===== src/rtl/program_loader_pkg.sv =====
// Shared definitions for the program loader: instruction formats, FSM states
// and the instruction word width.
package program_loader_pkg;

    localparam int WORD_W = 8;

    localparam logic [1:0] FMT_IMM3  = 2'b00;
    localparam logic [1:0] FMT_IMM4  = 2'b01;
    localparam logic [1:0] FMT_IMM5S = 2'b10;
    localparam logic [1:0] FMT_NONE  = 2'b11;

    typedef enum logic [1:0] {
        IDLE  = 2'b00,
        LOAD  = 2'b01,
        WRITE = 2'b10,
        DONE  = 2'b11
    } state_t;

endpackage


===== src/rtl/program_loader_imm_field_inserter.sv =====
// Combinational packer: drops an immediate into the field of the selected
// instruction format and reports whether the value fits that field.
module imm_field_inserter
    import program_loader_pkg::*;
(
    input  logic [1:0]        i_fmt,
    input  logic [WORD_W-1:0] i_base,
    input  logic [WORD_W-1:0] i_imm,
    output logic [WORD_W-1:0] o_word,
    output logic              o_in_range
);

    always_comb begin
        o_word     = i_base;
        o_in_range = 1'b1;
        case (i_fmt)
            FMT_IMM3: begin
                o_word     = {i_base[7:5], i_imm[2:0], i_base[1:0]};
                o_in_range = (i_imm[7:3] == 5'd0);
            end
            FMT_IMM4: begin
                o_word     = {i_base[7:4], i_imm[3:0]};
                o_in_range = (i_imm[7:4] == 4'd0);
            end
            FMT_IMM5S: begin
                o_word     = {i_base[7:5], i_imm[4:0]};
                // Signed 5-bit field: upper bits must be copies of the sign bit.
                o_in_range = (i_imm[7:4] == {4{i_imm[4]}});
            end
            default: begin
                o_word     = i_base;
                o_in_range = 1'b1;
            end
        endcase
    end

endmodule


===== src/rtl/program_loader.sv =====
// Builds instruction words from host requests and writes them to instruction
// memory at an auto-incrementing address, one word every two cycles.
module program_loader
    import program_loader_pkg::*;
#(
    parameter int ADDR_W = 5,
    parameter int DEPTH  = 2**ADDR_W
) (
    input  logic              clk,
    input  logic              reset_n,
    input  logic              start,
    input  logic              in_valid,
    output logic              in_ready,
    input  logic [1:0]        in_fmt,
    input  logic [WORD_W-1:0] in_base,
    input  logic [WORD_W-1:0] in_imm,
    input  logic              in_last,
    output logic              mem_we,
    output logic [ADDR_W-1:0] mem_addr,
    output logic [WORD_W-1:0] mem_wdata,
    output logic              busy,
    output logic              done,
    output logic              full,
    output logic              range_err,
    output logic [ADDR_W-1:0] err_addr,
    output state_t            dbg_state
);

    localparam logic [ADDR_W-1:0] LAST_ADDR = ADDR_W'(DEPTH - 1);

    state_t            r_state;
    logic [ADDR_W-1:0] r_addr;
    logic [WORD_W-1:0] r_word;
    logic              r_last;
    logic              r_in_range;
    logic              r_full;
    logic              r_range_err;
    logic [ADDR_W-1:0] r_err_addr;

    logic [WORD_W-1:0] w_word;
    logic              w_in_range;

    imm_field_inserter u_inserter (
        .i_fmt      (in_fmt),
        .i_base     (in_base),
        .i_imm      (in_imm),
        .o_word     (w_word),
        .o_in_range (w_in_range)
    );

    // Handshake: a request transfers on a rising edge where in_valid and
    // in_ready are both high; in_ready never depends on in_valid, and start
    // withdraws both in_ready and mem_we so an aborted cycle stores/writes nothing.
    assign in_ready  = (r_state == LOAD)  && !start;
    assign mem_we    = (r_state == WRITE) && !start;
    assign busy      = (r_state == LOAD) || (r_state == WRITE);
    assign done      = (r_state == DONE);
    assign mem_addr  = r_addr;
    assign mem_wdata = r_word;
    assign full      = r_full;
    assign range_err = r_range_err;
    assign err_addr  = r_err_addr;
    assign dbg_state = r_state;

    always_ff @(posedge clk or negedge reset_n) begin
        if (!reset_n) begin
            r_state     <= IDLE;
            r_addr      <= '0;
            r_word      <= '0;
            r_last      <= 1'b0;
            r_in_range  <= 1'b1;
            r_full      <= 1'b0;
            r_range_err <= 1'b0;
            r_err_addr  <= '0;
        end else if (start) begin
            r_state     <= LOAD;
            r_addr      <= '0;
            r_full      <= 1'b0;
            r_range_err <= 1'b0;
            r_err_addr  <= '0;
        end else begin
            case (r_state)
                LOAD: begin
                    if (in_valid && in_ready) begin
                        r_word     <= w_word;
                        r_last     <= in_last;
                        r_in_range <= w_in_range;
                        r_state    <= WRITE;
                    end
                end
                WRITE: begin
                    if (!r_in_range) begin
                        r_range_err <= 1'b1;
                        if (!r_range_err) r_err_addr <= r_addr;
                    end
                    // The counter never wraps: the top address always ends the load.
                    if (r_addr == LAST_ADDR) begin
                        r_full  <= 1'b1;
                        r_state <= DONE;
                    end else if (r_last) begin
                        r_state <= DONE;
                    end else begin
                        r_addr  <= r_addr + 1'b1;
                        r_state <= LOAD;
                    end
                end
                default: r_state <= r_state;
            endcase
        end
    end

endmodule

===== config.mk =====
export PLATFORM = sky130hd
export DESIGN_NAME = program_loader
export DESIGN_NICKNAME = d
export VERILOG_FILES = /design/src/rtl/program_loader_pkg.sv /design/src/rtl/program_loader_imm_field_inserter.sv /design/src/rtl/program_loader.sv
export SDC_FILE = /design/constraint.sdc
export NUM_CORES = 1
export LEC_CHECK = 0
export BUFFER_PORTS_ARGS = -buffer_cell sky130_fd_sc_hd__clkbuf_2
export CORE_MARGIN = 2
export CORE_UTILIZATION = 35
export CTS_CLUSTER_SIZE = 30
export DETAILED_ROUTE_END_ITERATION = 8
export GPL_TIMING_DRIVEN = 0
export PLACE_DENSITY = 0.65
export SYNTH_ARGS = -nofsm -noshare
export SYNTH_HDL_FRONTEND = slang
export SYNTH_SLANG_ARGS = --single-unit
export TNS_END_PERCENT = 10

===== constraint.sdc =====
create_clock -name clk -period 2.4 [get_ports clk]
set_input_delay 0.48 -clock clk [delete_from_list [all_inputs] [get_ports clk]]
set_output_delay 0.48 -clock clk [all_outputs]
set_load 0.03 [all_outputs]

Yosys cells after proc, flatten, opt, wreduce, memory -nomap -nowiden
Index checks and enable logic that the tools add are counted.
{"block": "totals", "ff_bits": 24, "latchBits": 0, "ramBits": 0, "romBits": 0, "input_bits": 23, "out_inout_bits": 26, "elab_cells": 60, "n_memories": 0}
{"block": "op_classes", "addsub": 1, "n_mul": 0, "n_div": 0, "magnitude_cmp": 0, "eq_ne": 12, "n_shift": 0, "muxes": 21, "n_bitwise": 1, "reduce_logical": 17}
{"op": "$mux W5", "count": 8}
{"op": "$pmux W5 S3", "count": 1}
{"op": "$reduce_and A3 Y1", "count": 3}
{"op": "$mux W2", "count": 4}
{"op": "$ne A2 B2 Y1 const B", "count": 4}
{"op": "$eq A2 B2 Y1 const B", "count": 3}
{"op": "$mux W1", "count": 6}
{"op": "$reduce_and A2 Y1", "count": 3}
{"op": "$add A5 B1 Y5 const B", "count": 1}
{"op": "$eq A5 B5 Y1 const B", "count": 1}
{"op": "$logic_not A5 Y1", "count": 1}
{"op": "$eq A2 B1 Y1 const B", "count": 2}
{"op": "$logic_not A4 Y1", "count": 1}
{"op": "$pmux W2 S2", "count": 1}
{"op": "$reduce_bool A2 Y1", "count": 2}
{"op": "$eq A3 B3 Y1", "count": 1}
{"op": "$logic_and A1 B1 Y1", "count": 3}
{"op": "$ne A3 B2 Y1 const B", "count": 1}
{"op": "$pmux W1 S3", "count": 1}
{"op": "$reduce_bool A3 Y1", "count": 1}
{"op": "$logic_not A2 Y1", "count": 1}
{"op": "$logic_not A1 Y1", "count": 1}
{"op": "$logic_or A1 B1 Y1", "count": 1}
{"op": "$not A1 Y1", "count": 1}

Longest topological paths before layout
Gate-level depths: netlist (run 1).
{"block": "depth", "word_depth": 6, "depth_mapped": 6, "depth_no_buf": 6}

By module
A second synthesis (run 1) with hierarchy kept.
{"block": "unflattened", "cells_unflattened": 119, "hier_area_um2": 1372.6}
{"mod": "program_loader", "instances": 1, "cells_per_inst": 89, "area_each_um2": 1148.6, "seq_area_each_um2": 601.8}
{"mod": "imm_field_inserter", "instances": 1, "cells_per_inst": 30, "area_each_um2": 224.0, "seq_area_each_um2": 0.0}

Worst setup path before layout (run 1)
OpenSTA, ideal clock, no wires.
{"block": "synth_path", "path_type": "register to register", "start": "register r_addr[0], in the netlist mem_addr[0]", "end": "register r_addr[3], in the netlist mem_addr[3]", "setup_time_ps": 78, "arrival_ps": 2015, "required_ps": 2322, "setup_slack_ps": 307, "path_stages_with_launch": 7, "n_path_buf": 0, "synth_period_minus_slack_ps": 2093, "cell_sequence": "dfrtp_1 > ha_1 > and3_1 > ha_1 > or3b_4 > or3_1 > a21oi_1"}
{"block": "synth_via", "elab_chain_len": 5, "word_cells_on_any_way": 8, "cone_classes": "add/sub: 1; eq/ne: 2; mux: 4; reduce/logical: 1"}
{"item": "from (decl)", "line": "program_loader.sv:32", "source": "logic [ADDR_W-1:0] r_addr;"}
{"item": "from (signal assigned)", "line": "program_loader.sv:103", "source": "r_addr <= r_addr + 1'b1;"}
{"item": "$add A5 B1 Y5", "line": "program_loader.sv:103"}
{"item": "$mux W5", "line": "program_loader.sv:100", "source": "end else if (r_last) begin"}
{"item": "$mux W5", "line": "program_loader.sv:97", "source": "if (r_addr == LAST_ADDR) begin"}
{"item": "$mux W5", "line": "program_loader.sv:82", "source": "case (r_state)"}
{"item": "$mux W5", "line": "program_loader.sv:75", "source": "end else if (start) begin"}
Parallel ways exist; a longest one is shown, timed or not. The select of a mux whose other input is x is not followed.
A chain may end at the register's enable or synchronous reset.

Final worst setup path (run 1)
Ends and elaborated chain as after synthesis.

==> impl_metrics.toml, run 1 <==
[run_status]
status = "finished clean"

[setup_path]
cp_max_fo = 5
path_delay_family = "simple AND/OR/NAND/NOR gates"
cp.arrival_ns = 2.30
cp_num_buf_inv = 0
cp-start-kind = "flop"
path_class = "flop to flop"
cp-end-kind = "flop"
crit_path_frequent_cell = "ha_1"
critPathSlowestCell = "dfrtp_1"
crit_chain = "ha_1 > and3_1 > ha_1 > or3b_4 > or3_1 > a21oi_1"
slowest_delay_ns = 0.46
required_ns = 2.63

[sta]
fin_crit_ns = 2.069
fin_crit_sh_pct = 86.22
fmax_mhz = 483.2
slew_headroom_pct = 60.71
grt_setup_unrepaired = "no"
hold_ws_ns = 0.1504
final-hold-violation-count = 0
final.setup_skew_ns = 0.008190
setup_viol = 0
slew_viol_final = 0
tns_ns = 0
setup_ws_ns = 0.3306
max_slew.worst_pin.slew_ns = 0.5894

[place]
dp_hpwl_um = 2083
gp_congestion = 0.7960
numPortBuffers = 47
dpl.cell_count = 212
dp_slack_ns = 0.3588

[floorplan]
die_area_um2 = 4104
die-height_um = 64.06
chipWidth_um = 64.06
initial_utilization_pct = 37.25
ios = 49
std_cell_rows = 21
core_um2 = 3390

[global_routing]
first_global_vias = 1067
grt_pass1_wl_um = 4464
antenna_found_initial = 0
grt_usage_pct = 13.72
grt_max_degree = 25
grt_overflow = 0

[clocking]
cts_tree = "done"
insertion_delay_ns = 0.30
cts-resized-gates = 0
postCtsHoldBufs = 0
cts_root_buf = "clkbuf_4"
clkTransAtPathRegs_ns = 0.13
cts.sinks = 24
cts_buffers = 3
cts_max_level = 1
cts_setup_buffers = 0
clk_path_buf_depth = 2

[yosys]
ys_ff_latch = 24
synth_nets = 148
synth_flop_cell = "dfrtp_1"
syn_inst = 119
syn-cell-area_um2 = 1262
synth_commonest_cells = "dfrtp_1 (23), mux2i_1 (12), nand2_1 (10), nor2_1 (10), inv_1 (8)"
yosysTopAreaCell = "dfrtp_1"
yosys-top-cells-area = "dfrtp_1 (46%), mux2i_1 (9.5%), mux2_2 (6.2%), ha_1 (5.9%), nand2_1 (3.0%)"
synth_cell_types = 33
yosysWarningCount = 0
ys_seq_area_share_pct = 47.67
synth-edff-count = 0
ys_async_sr_fraction_pct = 100.0
syn_area_per_cell_um2 = 10.61
synth_top_area_share_pct = 45.59
post-synth-top-count-cell = "dfrtp_1"

[cells_and_area]
fin_nets = 200
stdcell_count = 216
fillers = 321
area_growth_pct = 25.27
drive_gt1_share_pct = 37.06
insertedDiodeCount = 0

[power_and_ir_drop]
worst_ir_drop_vdd_mv = 0.2010
cellLeakagePower_nw = 0.8131
power_density_nw_per_um2 = 697.8

[drt]
drtAntennaViolNets = 0
wl_per_cell_um = 12.05
viasPerCell = 4.829
initialDrtViolationCount = 25
drt_first_pass_iters = 4
vias = 1043
drc = 0
drt_wl_total_um = 2603

[job]
maxCapViolations = 0

[worst_hold_path]
hold_path.class = "input port to async pin"
[layer usage]
layer  part of all wire (%)  GRT usage, %  up-vias
met5                      0             0        -
met4                   0.31         2.989        0
met3                    5.5         2.993        2
met2                     52         25.39       30
met1                     42         16.03      494
li1                       -             -      517
[layout make-up]
cell class | count | area (um^2) | area share (%)
multi-input cells | 82 | 605.6 | 38.29
flip-flops and latches | 24 | 601.8 | 38.05
repair buffers | 47 | 235.2 | 14.87
well taps | 46 | 57.56 | 3.639
inverters | 8 | 30.03 | 1.899
clock buffers | 4 | 26.28 | 1.661
plain buffers | 5 | 25.02 | 1.582
[kinds of logic (layout without fill, tap and decap cells)]
group / Yosys count / in the layout / share of synthesized area, %
flops: 24 / 24 / 47.67
buf+inv: 13 / 64 / 4.361
mux: 19 / 19 / 15.76
compound gates: 18 / 18 / 8.425
xor+xnor: 3 / 3 / 2.082
fa+ha+maj: 6 / 6 / 5.946
simple gates: 36 / 36 / 15.76
[flip-flops by register name (all words and copies together) (netlist names)]
register    count
mem_wdata       8
err_addr        5
mem_addr        5
dbg_state       2
full            1
r_in_range      1
r_last          1
range_err       1
[power by group]
group          switching, mW  total (mW)  internal, mW
registers             0.0487       0.525         0.476
clock network          0.111       0.175        0.0647
logic                  0.262       0.403         0.141
[worst paths after layout]
path	slack, ns	cells after the start	startpoint	to
min	0.15	1	reset_n	dbg_state[1]$_DFFE_PN0P_
min reg2reg	0.50	2	mem_wdata[1]$_DFFE_PN0P_	mem_wdata[1]$_DFFE_PN0P_
max	0.33	6	mem_addr[0]$_DFFE_PN0P_	mem_addr[3]$_DFFE_PN0P_
min in group clk	0.39	2	in_base[7]	mem_wdata[7]$_DFFE_PN0P_
max reg2reg	0.33	6	mem_addr[0]$_DFFE_PN0P_	mem_addr[3]$_DFFE_PN0P_
max in group asynchronous	1.86	1	reset_n	mem_wdata[3]$_DFFE_PN0P_
[through the flow]
step / utilization [%] / power (mW) / cell area [um^2]
final: 46.66 / 1.104 / 1582
after global routing: 46.66 / 1.182 / 1582
after CTS: 46.66 / 1.121 / 1582
after detailed placement: 45.88 / 0.9441 / 1555
after global placement: 45.88 / 0.9297 / 1555
after floorplan: - / 0.8081 / 1262
[layout by cell type, fill, tap and decap left out, types with 3 or more instances in the layout]
master	count
clkbuf_1	3
xnor2_1	3
dfrtp_1	23
a21oi_1	6
inv_1	8
nor2_1	10
clkbuf_2	47
mux2i_1	12
clkbuf_4	3
o21ai_0	7
mux2_2	7
ha_1	6
nand2_1	10
No activity file was read; power rests on OpenSTA's default activity.
==> inputs of run 2 (changes only) <==
- BUFFER_PORTS_ARGS: -buffer_cell sky130_fd_sc_hd__clkbuf_2 -> unset
- CORE_ASPECT_RATIO: unset -> 0.5
- DONT_BUFFER_PORTS: unset -> 1
- PLACE_DENSITY: 0.65 -> 0.53
==> impl_metrics.toml, run 2 (synthesized netlist as in run 1, its figures left out) <==
[run_status]
status = "finished clean"

[drt]
vias = 842
wl_per_cell_um = 14.29
drc = 0
drt_wl_total_um = 2500
initialDrtViolationCount = 29
drtAntennaViolNets = 0
viasPerCell = 4.811
drt_first_pass_iters = 2

[floorplan]
die_area_um2 = 4133
chipWidth_um = 88.94
core_um2 = 3435
std_cell_rows = 15
die-height_um = 46.47
ios = 49
initial_utilization_pct = 36.76

[setup_path]
worst_r2r_startpoint = "mem_addr[0]$_DFFE_PN0P_"
cp-end-kind = "flop"
crit_path_frequent_cell = "ha_1"
crit_chain = "ha_1 > and3_1 > ha_1 > or3b_4 > or3_1 > a21oi_1"
critPathSlowestCell = "dfrtp_1"
cp_max_fo = 5
path_delay_family = "simple AND/OR/NAND/NOR gates"
cp-start-kind = "flop"
required_ns = 2.60
startpoint = "mem_addr[0]$_DFFE_PN0P_"
cp.arrival_ns = 2.42
slowest_delay_ns = 0.54
cp_num_buf_inv = 0
path_class = "flop to flop"

[clocking]
cts_tree = "done"
insertion_delay_ns = 0.27
cts-resized-gates = 0
clk_path_buf_depth = 2
cts.sinks = 24
cts_buffers = 3
clkTransAtPathRegs_ns = 0.09
cts_max_level = 1
cts_root_buf = "clkbuf_8"

[global_routing]
antenna_found_initial = 0
first_global_vias = 820
groute.layer.met3.usage_pct = 4.839
grt_busiest_layer = "met2"
grt_usage_pct = 13.55
grt_overflow = 0
grt_max_degree = 24
grt_use_met2_pct = 21.04
grt_pass1_wl_um = 4064
use_met1_pct = 17.83

[sta]
fin_crit_ns = 2.227
fmax_mhz = 449.0
grt_setup_unrepaired = "no"
final.setup_skew_ns = 0.006810
setup_ws_ns = 0.1729
tns_ns = 0
fin_crit_sh_pct = 92.80
slew_viol_final = 0
slew_headroom_pct = 29.31
setup_viol = 0
final-hold-violation-count = 0
max_slew.worst_pin.slew_ns = 1.057

[cells_and_area]
stdcell_count = 175
regArea_um2 = 601.8
fin_nets = 154
largest_reg_flops = 8
final_common_cell = "dfrtp_1"
insertedDiodeCount = 0
fillers = 347
final_cell_mix = "dfrtp_1 (23), mux2i_1 (12), nor2_1 (10), nand2_1 (10), inv_1 (8)"
area_growth_pct = 9.415
drive_gt1_share_pct = 12.90
multiInputGateArea_um2 = 605.6

[place]
dpl.cell_count = 170
dp_hpwl_um = 1850
dp_slack_ns = 0.1806
gp_congestion = 0.7176
numPortBuffers = 0

[power_and_ir_drop]
power_frac_comb_pct = 17.9
power_switching_uw = 413.6
p_sw_share_pct = 37.85
cellLeakagePower_nw = 0.6225
power_mw = 1.093
power.internal_uw = 679.0
worst_ir_drop_vdd_mv = 0.2388
pwr-share-seq_pct = 59.5
power_density_nw_per_um2 = 791.0
clkPwrFrac_pct = 22.6

[job]
maxCapViolations = 0

[worst_hold_path]
hold_path.class = "input port to async pin"
## run 2: cell count changes in the layout (fill, tap and decap cells not counted), sizes merged
cell | previous run | this run
dlygate4sd3 | 0 | 1
clkbuf | 53 | 6
## run 2: final cells by class
class | count | share of cell area (%)
buffer | 5 | 1.812
clock buffer | 4 | 3.261
inverter | 8 | 2.174
multi-input combinational | 82 | 43.84
sequential | 24 | 43.57
tap | 51 | 4.620
timing repair buffer | 1 | 0.7246
## run 2: final timing paths
kind | end | slack [ns] | cells past startpoint
setup / recovery | mem_addr[3]$_DFFE_PN0P_ | 0.17 | 6
hold / removal | r_in_range$_DFFE_PN1P_ | 0.05 | 0
setup reg to reg | mem_addr[3]$_DFFE_PN0P_ | 0.17 | 6
hold reg to reg | r_last$_DFFE_PN0P_ | 0.59 | 1
max in group asynchronous | mem_wdata[4]$_DFFE_PN0P_ | 0.92 | 1
min in group clk | mem_addr[4]$_DFFE_PN0P_ | 0.26 | 1
## run 2: power by group through the flow
stage                     logic, mW  registers, mW  clock network (mW)
after global routing          0.226          0.662               0.273
after global placement        0.184          0.659                   0
after floorplan               0.166          0.642                   0
after detailed placement      0.189          0.662                   0
final                         0.195          0.651               0.247
after CTS                     0.199          0.653               0.259
## run 2: what timing repair did
item                                   CTS  global route
setup buffers                            0             0
setup endpoints to repair                0             0
endpoints found under the hold margin   23             0
hold buffers                             1             0
## run 2: per-layer routing
metal / vias up / wire [um] / part of all wire, %
met5: - / 0 / 0
met4: 0 / 29 / 1.2
met3: 2 / 137 / 5.5
met2: 26 / 1128 / 45
met1: 391 / 1204 / 48
li1: 423 / - / -
## run 2: per-stage QoR
step                      hold WS (ns)  utilization (%)  area [um^2]
final                          0.04948            40.22         1381
after global routing           0.03060            40.22         1381
after CTS                      0.03769            40.22         1381
after detailed placement        0.1848            38.62         1326
after global placement          0.1848            38.62         1326
after floorplan                 0.1844                -         1262
==> inputs of run 3 (changes only) <==
- CORE_UTILIZATION: 35 -> 45
- PLACE_DENSITY: 0.53 -> 0.64
- SKIP_CTS_REPAIR_TIMING: unset -> 1
==> impl_metrics.toml, run 3 (synthesized netlist as in run 1, its figures left out) <==
[run_status]
status = "finished clean"

[setup_path]
path_class = "flop to flop"
cp-start-kind = "flop"
r2r_cells = 6
cp.arrival_ns = 2.42
path_delay_family = "simple AND/OR/NAND/NOR gates"
cp_num_buf_inv = 0
crit_path_frequent_cell = "ha_1"
critPathSlowestCell = "dfrtp_1"
required_ns = 2.59
cp.depth = 6
crit_chain = "ha_1 > and3_1 > ha_1 > or3b_4 > or3_1 > a21oi_1"
cp-end-kind = "flop"
cp_max_fo = 5
slowest_delay_ns = 0.55

[power_and_ir_drop]
power_switching_uw = 412.1
p_sw_share_pct = 34.40
cellLeakagePower_nw = 0.6407
pwr-share-seq_pct = 54.2
power.internal_uw = 785.7
power_frac_comb_pct = 16.6
worst_ir_drop_vdd_mv = 0.2505
power_density_nw_per_um2 = 855.5
power_mw = 1.198
clkPwrFrac_pct = 29.2

[place]
dp_slack_ns = 0.1957
numPortBuffers = 0
place_area_um2 = 1309
gp_congestion = 0.7451
dp_hpwl_um = 1735
dpl.cell_count = 156

[sta]
hold_ws_ns = 0.01117
setup_ws_ns = 0.1695
tns_ns = 0
slew_headroom_pct = 61.20
grt_setup_unrepaired = "no"
final-hold-violation-count = 0
setup_viol = 0
max_slew.worst_pin.slew_ns = 0.5794
fin_crit_sh_pct = 92.94
fmax_mhz = 448.3
final.setup_skew_ns = 0.004056
fin_crit_ns = 2.231
slew_viol_final = 0

[clocking]
cts_buffers = 3
cts_root_buf = "clkbuf_8"
insertion_delay_ns = 0.26
cts.sinks = 24
cts_max_level = 1
clk_path_buf_depth = 2
cts_tree = "done"
clkTransAtPathRegs_ns = 0.09

[drt]
drt_wl_total_um = 2337
vias = 852
wl_met1_um = 1182
drt_first_pass_iters = 4
dr_wl_met2_um = 1030
wl_per_cell_um = 14.52
viasPerCell = 5.292
topRoutingLayerUsed = "met3"
drtAntennaViolNets = 0
initialDrtViolationCount = 24
drc = 0
route.met3.wl_um = 124

[floorplan]
ios = 49
die-height_um = 41.46
initial_utilization_pct = 47.91
std_cell_rows = 13
die_area_um2 = 3271
chipWidth_um = 78.91
core_um2 = 2635

[cells_and_area]
regArea_um2 = 601.8
area_growth_pct = 10.90
fin_util_pct = 53.13
final_cell_mix = "dfrtp_1 (23), mux2i_1 (12), nor2_1 (10), nand2_1 (10), inv_1 (8)"
fillers = 240
multiInputGateArea_um2 = 605.6
final_common_cell = "dfrtp_1"
stdcell_area_um2 = 1400
stdcell_count = 161
largest_reg_flops = 8
fin_nets = 154
insertedDiodeCount = 0
drive_gt1_share_pct = 14.52

[global_routing]
grt_max_degree = 25
grt_pass1_wl_um = 3760
grt_usage_pct = 14.63
antenna_found_initial = 0
first_global_vias = 825
grt_overflow = 0

[job]
maxCapViolations = 0

[worst_hold_path]
hold_path.class = "input port to async pin"
[run 3: cell types whose count changed in the layout (fill, tap and decap cells not counted), sizes merged]
cell,change
dlygate4sd3,-1
clkbuf,-1
bufinv,+1
buf,+1
[run 3: power by group through the flow]
| stage | sequential [mW] | combinational [mW] | clock (mW) |
|---|---|---|---|
| 4_1_cts | 0.652 | 0.191 | 0.358 |
| 3_3_place_gp | 0.657 | 0.184 | 0 |
| 6_report | 0.649 | 0.199 | 0.350 |
| 3_5_place_dp | 0.661 | 0.189 | 0 |
| 5_1_grt | 0.660 | 0.223 | 0.376 |
| 2_1_floorplan | 0.642 | 0.166 | 0 |
[run 3: worst paths after layout]
check | startpoint | endpoint | slack, ns
setup / recovery | mem_addr[0]$_DFFE_PN0P_ | mem_addr[3]$_DFFE_PN0P_ | 0.17
hold / removal | reset_n | mem_wdata[5]$_DFFE_PN0P_ | 0.01
setup reg to reg | mem_addr[0]$_DFFE_PN0P_ | mem_addr[3]$_DFFE_PN0P_ | 0.17
hold reg to reg | r_last$_DFFE_PN0P_ | r_last$_DFFE_PN0P_ | 0.59
max in group asynchronous | reset_n | mem_addr[2]$_DFFE_PN0P_ | 2.25
min in group clk | start | mem_addr[1]$_DFFE_PN0P_ | 0.27
[run 3: area by class of cell]
cell class | count | share of cell area [%]
plain buffers | 5 | 1.787
clock buffers | 3 | 2.949
clock inverters | 1 | 2.145
inverters | 8 | 2.145
multi-input cells | 82 | 43.25
flip-flops and latches | 24 | 42.98
well taps | 37 | 3.307
repair buffers | 1 | 1.430
[run 3: layer usage]
layer | GRT usage (%) | up-vias
met5 | 0 | -
met4 | 4.138 | 0
met3 | 4.130 | 0
met2 | 22.74 | 31
met1 | 20.22 | 396
li1 | - | 425
